<file path="config.mk">
export PLATFORM = sky130hd
export DESIGN_NAME = data_io_wordpack
export DESIGN_NICKNAME = d
export VERILOG_FILES = /design/src/rtl/data_io_pkg.sv /design/src/rtl/data_io_wordpack_fifo.sv /design/src/rtl/data_io_wordpack.sv
export SDC_FILE = /design/constraint.sdc
export NUM_CORES = 1
export LEC_CHECK = 0
export ABC_AREA = 0
export CAP_MARGIN = 20
export CORE_ASPECT_RATIO = 0.9
export CORE_MARGIN = 4
export CORE_UTILIZATION = 58
export DETAILED_ROUTE_END_ITERATION = 10
export GPL_ROUTABILITY_DRIVEN = 0
export HOLD_SLACK_MARGIN = 0.05
export PLACE_DENSITY = 0.79
export SLEW_MARGIN = 20
export SYNTH_ARGS = -nofsm -noshare
export SYNTH_HDL_FRONTEND = slang
export SYNTH_SLANG_ARGS = --single-unit
</file>
<file path="constraint.sdc">
create_clock -name clk_sys -period 4.7 [get_ports clk_sys]
set_input_delay 0.94 -clock clk_sys [delete_from_list [all_inputs] [get_ports clk_sys]]
set_output_delay 0.94 -clock clk_sys [all_outputs]
set_load 0.1 [all_outputs]
</file>
<file path="src/rtl/data_io_pkg.sv">
// Shared types and constants for the ioctl download path.
// Used by the word packer and by the download front end.
package data_io_pkg;

  localparam int WADDR_W = 24;
  localparam int BADDR_W = 25;

  typedef struct packed {
    logic [WADDR_W-1:0] waddr;
    logic [15:0]        data;
    logic [1:0]         be;
  } wp_entry_t;

  localparam logic [7:0] UIO_FILE_TX     = 8'h53;
  localparam logic [7:0] UIO_FILE_TX_DAT = 8'h54;
  localparam logic [7:0] UIO_FILE_INDEX  = 8'h55;
  localparam logic [7:0] UIO_FILE_INFO   = 8'h56;

  function automatic logic [1:0] lane_be(input logic lane);
    return lane ? 2'b10 : 2'b01;
  endfunction

  function automatic logic [15:0] lane_place(input logic [15:0] word, input logic lane,
                                             input logic [7:0] b);
    logic [15:0] r;
    r = word;
    if (lane) begin
      r[15:8] = b;
    end else begin
      r[7:0] = b;
    end
    return r;
  endfunction

endpackage

</file>
<file path="src/rtl/data_io_wordpack_fifo.sv">
// Show-ahead word FIFO; head and empty are registered from next-state so a
// push into an empty FIFO is visible on the following cycle.
module data_io_wordpack_fifo
  import data_io_pkg::*;
#(
  parameter int FIFO_DEPTH = 4
) (
  input  logic      clk_sys,
  input  logic      reset_n,
  input  logic      push,
  input  wp_entry_t push_entry,
  input  logic      pop,
  output logic      full,
  output logic      empty,
  output logic      empty_next,
  output wp_entry_t head
);

  localparam int PTR_W = (FIFO_DEPTH > 1) ? $clog2(FIFO_DEPTH) : 1;
  localparam logic [PTR_W:0]   DEPTH_C = (PTR_W + 1)'(FIFO_DEPTH);
  localparam logic [PTR_W:0]   CNT_ONE = (PTR_W + 1)'(1);
  localparam logic [PTR_W-1:0] PTR_ONE = PTR_W'(1);

  wp_entry_t        mem_r [FIFO_DEPTH];
  logic [PTR_W-1:0] wr_ptr_r, rd_ptr_r, rd_next_s;
  logic [PTR_W:0]   count_r, count_next_s, after_pop_s;
  logic             push_ok_s, pop_ok_s, empty_r;
  wp_entry_t        head_r, head_next_s;

  assign full       = (count_r == DEPTH_C);
  assign empty      = empty_r;
  assign empty_next = (count_next_s == '0);
  assign head       = head_r;
  assign push_ok_s  = push & ~full;
  assign pop_ok_s   = pop & (count_r != '0);

  // Next-state pointers, occupancy and the entry to show next cycle.
  always_comb begin
    rd_next_s   = rd_ptr_r + (pop_ok_s ? PTR_ONE : '0);
    after_pop_s = count_r - (pop_ok_s ? CNT_ONE : '0);
    case ({push_ok_s, pop_ok_s})
      2'b10:   count_next_s = count_r + CNT_ONE;
      2'b01:   count_next_s = count_r - CNT_ONE;
      default: count_next_s = count_r;
    endcase
    if (count_next_s == '0) begin
      head_next_s = '0;
    end else if (push_ok_s && (after_pop_s == '0)) begin
      head_next_s = push_entry;
    end else begin
      head_next_s = mem_r[rd_next_s];
    end
  end

  // Storage array; contents are don't-care while unoccupied.
  always_ff @(posedge clk_sys) begin
    if (push_ok_s) begin
      mem_r[wr_ptr_r] <= push_entry;
    end
  end

  // Pointers, count and registered head.
  always_ff @(posedge clk_sys or negedge reset_n) begin
    if (!reset_n) begin
      wr_ptr_r <= '0;
      rd_ptr_r <= '0;
      count_r  <= '0;
      empty_r  <= 1'b1;
      head_r   <= '0;
    end else begin
      if (push_ok_s) begin
        wr_ptr_r <= wr_ptr_r + PTR_ONE;
      end
      rd_ptr_r <= rd_next_s;
      count_r  <= count_next_s;
      empty_r  <= (count_next_s == '0);
      head_r   <= head_next_s;
    end
  end

endmodule

</file>
<file path="src/rtl/data_io_wordpack.sv">
// Packs ioctl download bytes into 16-bit words with byte enables for a
// req/ack memory port. Optional checksum output: DATA_IO_WORDPACK_CHECKSUM_EN.
module data_io_wordpack
  import data_io_pkg::*;
#(
  parameter int          FIFO_DEPTH  = 4,
  parameter logic [24:0] ADDR_OFFSET = 25'h0
) (
  input  logic        clk_sys,
  input  logic        reset_n,
  input  logic        ioctl_download,
  input  logic        ioctl_wr,
  input  logic [24:0] ioctl_addr,
  input  logic [7:0]  ioctl_dout,
  output logic        mem_req,
  output logic [23:0] mem_addr,
  output logic [15:0] mem_din,
  output logic [1:0]  mem_be,
  input  logic        mem_ack,
  output logic        busy,
  output logic        overflow,
  output logic        done
`ifdef DATA_IO_WORDPACK_CHECKSUM_EN
  , output logic [15:0] checksum
`endif
);

  logic [BADDR_W-1:0] byte_addr_s;
  logic [WADDR_W-1:0] wa_s;
  logic               lane_s, dl_prev_r, dl_rise_s, dl_fall_s;
  logic               hold_valid_r, hold_v_eff_s, hv_next_s;
  logic [WADDR_W-1:0] hold_waddr_r, hw_next_s;
  logic [15:0]        hold_data_r, hd_next_s, merged_data_s;
  logic [1:0]         hold_be_r, hb_next_s, merged_be_s;
  logic               flush_r, flush_next_s, push_s, pop_s;
  wp_entry_t          push_entry_s, fifo_head_s;
  logic               fifo_full_s, fifo_empty_s, fifo_empty_next_s;
  logic               overflow_r, busy_r, busy_next_s, done_r, started_r;

  assign byte_addr_s  = ioctl_addr + ADDR_OFFSET;
  assign wa_s         = byte_addr_s[24:1];
  assign lane_s       = byte_addr_s[0];
  assign dl_rise_s    = ioctl_download & ~dl_prev_r;
  assign dl_fall_s    = ~ioctl_download & dl_prev_r;
  assign hold_v_eff_s = hold_valid_r & ~dl_rise_s;
  assign pop_s        = mem_ack & ~fifo_empty_s;

  // Byte merge into the hold register, push selection and flush sequencing.
  always_comb begin
    push_s        = 1'b0;
    push_entry_s  = '0;
    hv_next_s     = hold_v_eff_s;
    hw_next_s     = hold_waddr_r;
    hd_next_s     = hold_data_r;
    hb_next_s     = hold_be_r;
    flush_next_s  = flush_r;
    merged_data_s = lane_place(hold_data_r, lane_s, ioctl_dout);
    merged_be_s   = hold_be_r | lane_be(lane_s);
    if (ioctl_wr) begin
      if (hold_v_eff_s && (wa_s == hold_waddr_r)) begin
        if (merged_be_s == 2'b11) begin
          push_s       = 1'b1;
          push_entry_s = '{waddr: hold_waddr_r, data: merged_data_s, be: 2'b11};
          hv_next_s    = 1'b0;
        end else begin
          hd_next_s = merged_data_s;
          hb_next_s = merged_be_s;
        end
      end else begin
        push_s       = hold_v_eff_s;
        push_entry_s = '{waddr: hold_waddr_r, data: hold_data_r, be: hold_be_r};
        hv_next_s    = 1'b1;
        hw_next_s    = wa_s;
        hd_next_s    = lane_place(16'h0000, lane_s, ioctl_dout);
        hb_next_s    = lane_be(lane_s);
      end
    end else if (flush_r) begin
      // Flush waits for a cycle with no byte strobe, so it never competes for the push slot.
      push_s       = hold_v_eff_s;
      push_entry_s = '{waddr: hold_waddr_r, data: hold_data_r, be: hold_be_r};
      hv_next_s    = 1'b0;
      flush_next_s = 1'b0;
    end else begin
      flush_next_s = flush_r;
    end
    if (dl_fall_s) begin
      flush_next_s = 1'b1;
    end else begin
      flush_next_s = flush_next_s;
    end
    busy_next_s = ioctl_download | hv_next_s | flush_next_s | ~fifo_empty_next_s;
  end

  data_io_wordpack_fifo #(.FIFO_DEPTH(FIFO_DEPTH)) u_fifo (
    .clk_sys    (clk_sys),
    .reset_n    (reset_n),
    .push       (push_s),
    .push_entry (push_entry_s),
    .pop        (pop_s),
    .full       (fifo_full_s),
    .empty      (fifo_empty_s),
    .empty_next (fifo_empty_next_s),
    .head       (fifo_head_s)
  );

  // Hold register, edge detector, flush flag and status registers.
  always_ff @(posedge clk_sys or negedge reset_n) begin
    if (!reset_n) begin
      dl_prev_r    <= 1'b0;
      hold_valid_r <= 1'b0;
      hold_waddr_r <= '0;
      hold_data_r  <= 16'h0000;
      hold_be_r    <= 2'b00;
      flush_r      <= 1'b0;
      overflow_r   <= 1'b0;
      busy_r       <= 1'b0;
      done_r       <= 1'b0;
      started_r    <= 1'b0;
    end else begin
      dl_prev_r    <= ioctl_download;
      hold_valid_r <= hv_next_s;
      hold_waddr_r <= hw_next_s;
      hold_data_r  <= hd_next_s;
      hold_be_r    <= hb_next_s;
      flush_r      <= flush_next_s;
      if (dl_rise_s) begin
        overflow_r <= 1'b0;
      end else if (push_s && fifo_full_s) begin
        overflow_r <= 1'b1;
      end
      busy_r    <= busy_next_s;
      done_r    <= busy_r & ~busy_next_s & started_r;
      started_r <= started_r | ioctl_download;
    end
  end

  assign mem_req  = ~fifo_empty_s;
  assign mem_addr = fifo_head_s.waddr;
  assign mem_din  = fifo_head_s.data;
  assign mem_be   = fifo_head_s.be;
  assign busy     = busy_r;
  assign overflow = overflow_r;
  assign done     = done_r;

`ifdef DATA_IO_WORDPACK_CHECKSUM_EN
  logic [15:0] checksum_r;

  // Running byte sum, restarted at each download rising edge.
  always_ff @(posedge clk_sys or negedge reset_n) begin
    if (!reset_n) begin
      checksum_r <= 16'h0000;
    end else if (dl_rise_s) begin
      checksum_r <= ioctl_wr ? {8'h00, ioctl_dout} : 16'h0000;
    end else if (ioctl_wr) begin
      checksum_r <= checksum_r + {8'h00, ioctl_dout};
    end
  end

  assign checksum = checksum_r;
`endif

endmodule

</file>
=== Yosys cells after proc, flatten, opt, wreduce, memory -nomap -nowiden ===
Memories as Yosys holds them, arrays and structs flattened.
Cells that the tools add are included.

* Bits in registers: 99
* Bits in writable memories: 168
* Input port bits: 38
* Output and inout bits: 46
* Word-level logic and storage cells: 91
* Memories: 1

* Add/sub/neg operators: 5
* Equal/unequal tests: 6
* Multiplexer cells: 32
* Bitwise logic cells: 21
* Reductions and logical operators: 9

{| class="wikitable"
|+ Memories
! name !! words !! width !! rd ports !! clocked after memory_dff !! wr ports !! RTL line !! source
|-
| u_fifo.mem_r || 4 || 42 || 1 || 0 || 1 || data_io_wordpack_fifo.sv:24 || <nowiki>wp_entry_t mem_r [FIFO_DEPTH];</nowiki>
|}

{| class="wikitable"
|+ Operators with widths
! kind !! count
|-
| 2-to-1 mux 42 bit || 6
|-
| 2-to-1 mux 16 bit || 2
|-
| 2-to-1 mux 8 bit || 4
|-
| equality test 24 bit || 1
|-
| 2-to-1 mux 1 bit || 16
|-
| bitwise AND 1 bit || 8
|-
| NOT 1 bit || 8
|-
| logical NOT 3 bit || 2
|-
| 2-to-1 mux 2 bit || 3
|-
| one-hot mux 3 bit (2 select lines) || 1
|-
| equality test 2 bit (second input constant) || 2
|-
| bitwise OR 1 bit || 4
|-
| AND reduction 2 bit || 2
|-
| adder 3 x 1 -> 3 bit (second input constant) || 1
|-
| equality test 3 bit (second input constant) || 1
|-
| logical AND 1 bit || 3
|-
| nonzero test 3 bit || 1
|-
| subtractor 3 x 1 -> 3 bit (second input constant) || 1
|-
| subtractor 3 bit || 1
|-
| adder 2 x 1 -> 2 bit (second input constant) || 1
|-
| adder 2 bit || 1
|-
| equality test 2 x 1 -> 1 bit (second input constant) || 1
|-
| != test 2 bit (second input constant) || 1
|-
| bitwise OR 2 bit || 1
|-
| nonzero test 2 bit || 1
|}

=== Logic depth before layout (Yosys ltp) ===
* Word-level depth: 16
* Gate-level depth with buffers: 19
* Mapped depth without buffers: 15

=== Cells and area by module ===
Synthesis repeated with hierarchy kept, for this count alone.

* Cells, all modules: 714
* Area total of the unflattened synthesis: 11,487.3 um^2

{| class="wikitable"
|+ By module, submodules not included
! module !! instances !! cells an instance !! area an instance (um^2)
|-
| data_io_wordpack_fifo || 1 || 444 || 8,563.2
|-
| data_io_wordpack || 1 || 270 || 2,924.1
|}

=== Worst setup path before layout ===
No wires, ideal clock.

* Path type: input -> register
* Start: in ioctl_addr[14]
* End: reg u_fifo.head_r (netlist bit u_fifo.head[10])
* Library setup time: 0.121 ns
* Arrival: 4.162 ns
* Data required time: 4.579 ns
* Path slack: 0.417 ns
* Cell stages on the path: 18
* Buffers on the path: 3
* Path through: xnor2_1 -> nand4_1 -> nor4_4 -> a41oi_4 -> and2_1 -> inv_1 -> ha_1 -> inv_1 -> fa_1 -> xor2_1 -> nor2_1 -> xnor2_1 -> and3_1 -> clkbuf_1 -> and3b_1 -> buf_2 -> buf_6 -> a22o_1

{| class="wikitable"
|+ RTL lines
! item !! RTL line !! source
|-
| start, declared || data_io_wordpack.sv:13 || <nowiki>input logic [24:0] ioctl_addr,</nowiki>
|-
| end signal, assigned || data_io_wordpack_fifo.sv:77 || <nowiki>head_r <= head_next_s;</nowiki>
|-
| end, declared || data_io_wordpack_fifo.sv:28 || <nowiki>wp_entry_t head_r, head_next_s;</nowiki>
|}

==> out/results.txt <==
area of the core: 17,800 sq um
outcome: complete, no violations
hold path startpoint: started_r
Fillers: 1,065
GRT Util Overall: 0.229
RSZ-0062 raised after global routing: no
Cell Rows: 46
Post-synth top flop: edfxtp_1
Die W: 151 um
ys async rst share: 0.371
largest net degree at the start of global routing: 66
DR iter-0 viols: 473
Pins Over Slew Limit: 0
Mapped Cells: 590
mapped cell area: 10,600 sq um
Power, Total: 9.42 mW
Reg2Reg Launch Point: hold_waddr_r[1]
crit end category: flop
vias in the first global route: 6,349
CP startpoint: ioctl_addr[20]
Worst-path clk slew: 60 ps
CP max FO: 22
Resize count post-CTS: 0
Syn Nets: 636
#FFs+latches synth: 267
fin nets: 749
Layout area overhead: 20.2%
share of layout cells above drive strength 1: 0.206
Worst Tran Pin Value: 1030 ps
worst hold margin: 488 ps
Worst Path Arrival: 4810 ps
cts hold-fix bufs: 0
setup tns final: 0 ps
WP data required: 5090 ps
Inserted Clock Buffers: 26
Final Skew: 8.76 ps
Root Buffer: clkbuf_16
Final Hold Viols: 0
Initial DRT Pass Iterations: 7
area leader, netlist: edfxtp_1
Post-CTS Setup Inserts: 0
Starting Density: 0.597
clk sinks: 267
die area: 20,600 sq um
GR Overflow Total: 0
post-synth top area share: 0.475
antenna cells: 0
H-tree levels: 1
DR DRC count: 0
routed via count: 5,896
WL final: 22.7 mm
Netlist cell types: 42
Final Setup Violations: 0
power density over cell area: 738 nW/um^2
WS Path Type: in2reg
worst skew pair latency: 510 ps
first-pass GRT wire length: 35.8 mm
post-route ant nets: 0
leading post-synthesis cells by cell area: edfxtp_1 (47%), dfrtp_1 (23%), mux4_2 (8.9%)
Multi-input gate area: 2960 sq um
MaxCap Viol Count: 0
CTS tree: yes
IO Port Bufs: 83
final worst path period share: 0.940
Max Buffers Root-to-Sink: 3
slew margin rel.: 0.311
Worst Hold Class: reg2reg
VDD IR max: 0.433 mV
Ports: 84
Ys Warns: 0
HPWL after DPL: 14.4 mm
count leader, synth: edfxtp_1
post-synthesis sequential area ratio: 0.708
Core Util, Final: 0.718
EDFF count, synth: 168
register area: 7520 sq um
Die Y: 136 um
Vias/cell: 6.12
WL/cell: 23.6 um
Syn Area/Cell: 18.0 sq um
Fmax: 0.226 GHz
leakage: 4.82 nW
initial antenna violation count: 0
leading cell types by count after synthesis: edfxtp_1 (168), dfrtp_1 (98), a22o_1 (72), mux4_2 (42), and2_1 (27)
CP Launch Type: input pin
fin crit period: 4420 ps
[critical path, cell delays in order]
cell             delay, ps
clkdlybuf4s50_1        460
xor2_1                 220
nor4_1                 510
and3_1                 330
a41oi_4                130
and2_1                 180
inv_1                   60
ha_1                   150
inv_1                   60
fa_1                   400
xor2_1                 170
nor2_1                 130
xnor2_1                160
and3_1                 220
and3b_1                250
buf_12                 190
a22o_1                 250
[power by group]
group | leakage (nW) | internal [mW] | switching, mW | total, mW
logic | 1.66 | 1.51 | 2.66 | 4.18
clock network | 0.409 | 1.18 | 0.829 | 2.01
registers | 2.74 | 3.05 | 0.185 | 3.24
total | 4.82 | 5.75 | 3.68 | 9.42
[metal layers]
metal,wire (um),vias to the layer above,track usage
met5,0,-,0
met4,578,0,0.0655
met3,1260,48,0.0327
met2,11600,221,0.387
met1,9320,3071,0.316
li1,-,2556,-
[flip-flops by register name, summed over array words and instances, names as in the netlist, 2 cells and up]
register	cells
u_fifo.wr_ptr_r	2
u_fifo.rd_ptr_r	2
u_fifo.mem_r	168
hold_waddr_r	24
hold_be_r	2
u_fifo.head	42
hold_data_r	16
u_fifo.count_r	3
[per-stage QoR]
step	setup WS, ps	cells	instance area [sq um]
floorplan	417	590	10600
global placement	-29.9	915	11900
detailed placement	-160	915	11900
CTS	278	963	12800
global route	11.3	963	12800
finish	282	963	12800
[layout by cell type, fill, tap and decap left out, drive strengths merged, types with 3 or more instances in the layout]
cell	n
nand3	7
buf	30
a311oi	3
nand2	13
xor2	14
nand4	5
o21ai	5
edfxtp	168
nand2b	3
ha	7
inv	13
nor4	5
nor2	8
mux4	42
a22o	72
a41oi	4
and3	6
clkdlybuf4s50	82
clkbuf	37
and2	27
clkinv	9
a31oi	3
mux2	25
a21oi	5
xnor2	15
dfrtp	98
[area by class of cell]
cell class | instances | area share
clock buffer | 37 | 0.0566
clock inverter | 11 | 0.00803
inverter | 13 | 0.00382
multi-input combinational | 283 | 0.231
sequential | 267 | 0.589
tap | 240 | 0.0235
timing repair buffer | 112 | 0.0878
[path summary, 6_finish.rpt]
path                                   endpoint  slack [ps]  cells after the start
worst max-delay path            u_fifo.head[14]         280                     17
worst min-delay path                  started_r         490                      1
worst max register to register  u_fifo.head[14]         750                     16
worst min register to register        started_r         490                      1
max in group asynchronous          u_fifo.empty        3140                      2
min in group asynchronous       u_fifo.head[15]         540                      1
[kinds of logic (layout without fill, tap and decap cells)]
kind of cell               Yosys count  after routing  share of synthesized area
AOI/OAI and AO/OA                   96             96                     0.0763
xor gates and xnor gates            29             29                     0.0239
adders and majority gates            8              8                     0.0101
buffers and inverters               40            173                     0.0179
DFF                                267            267                      0.708
muxes                               67             67                      0.116
and+or+nand+nor                     83             83                     0.0482
No activity file was read; power rests on OpenSTA's default activity.
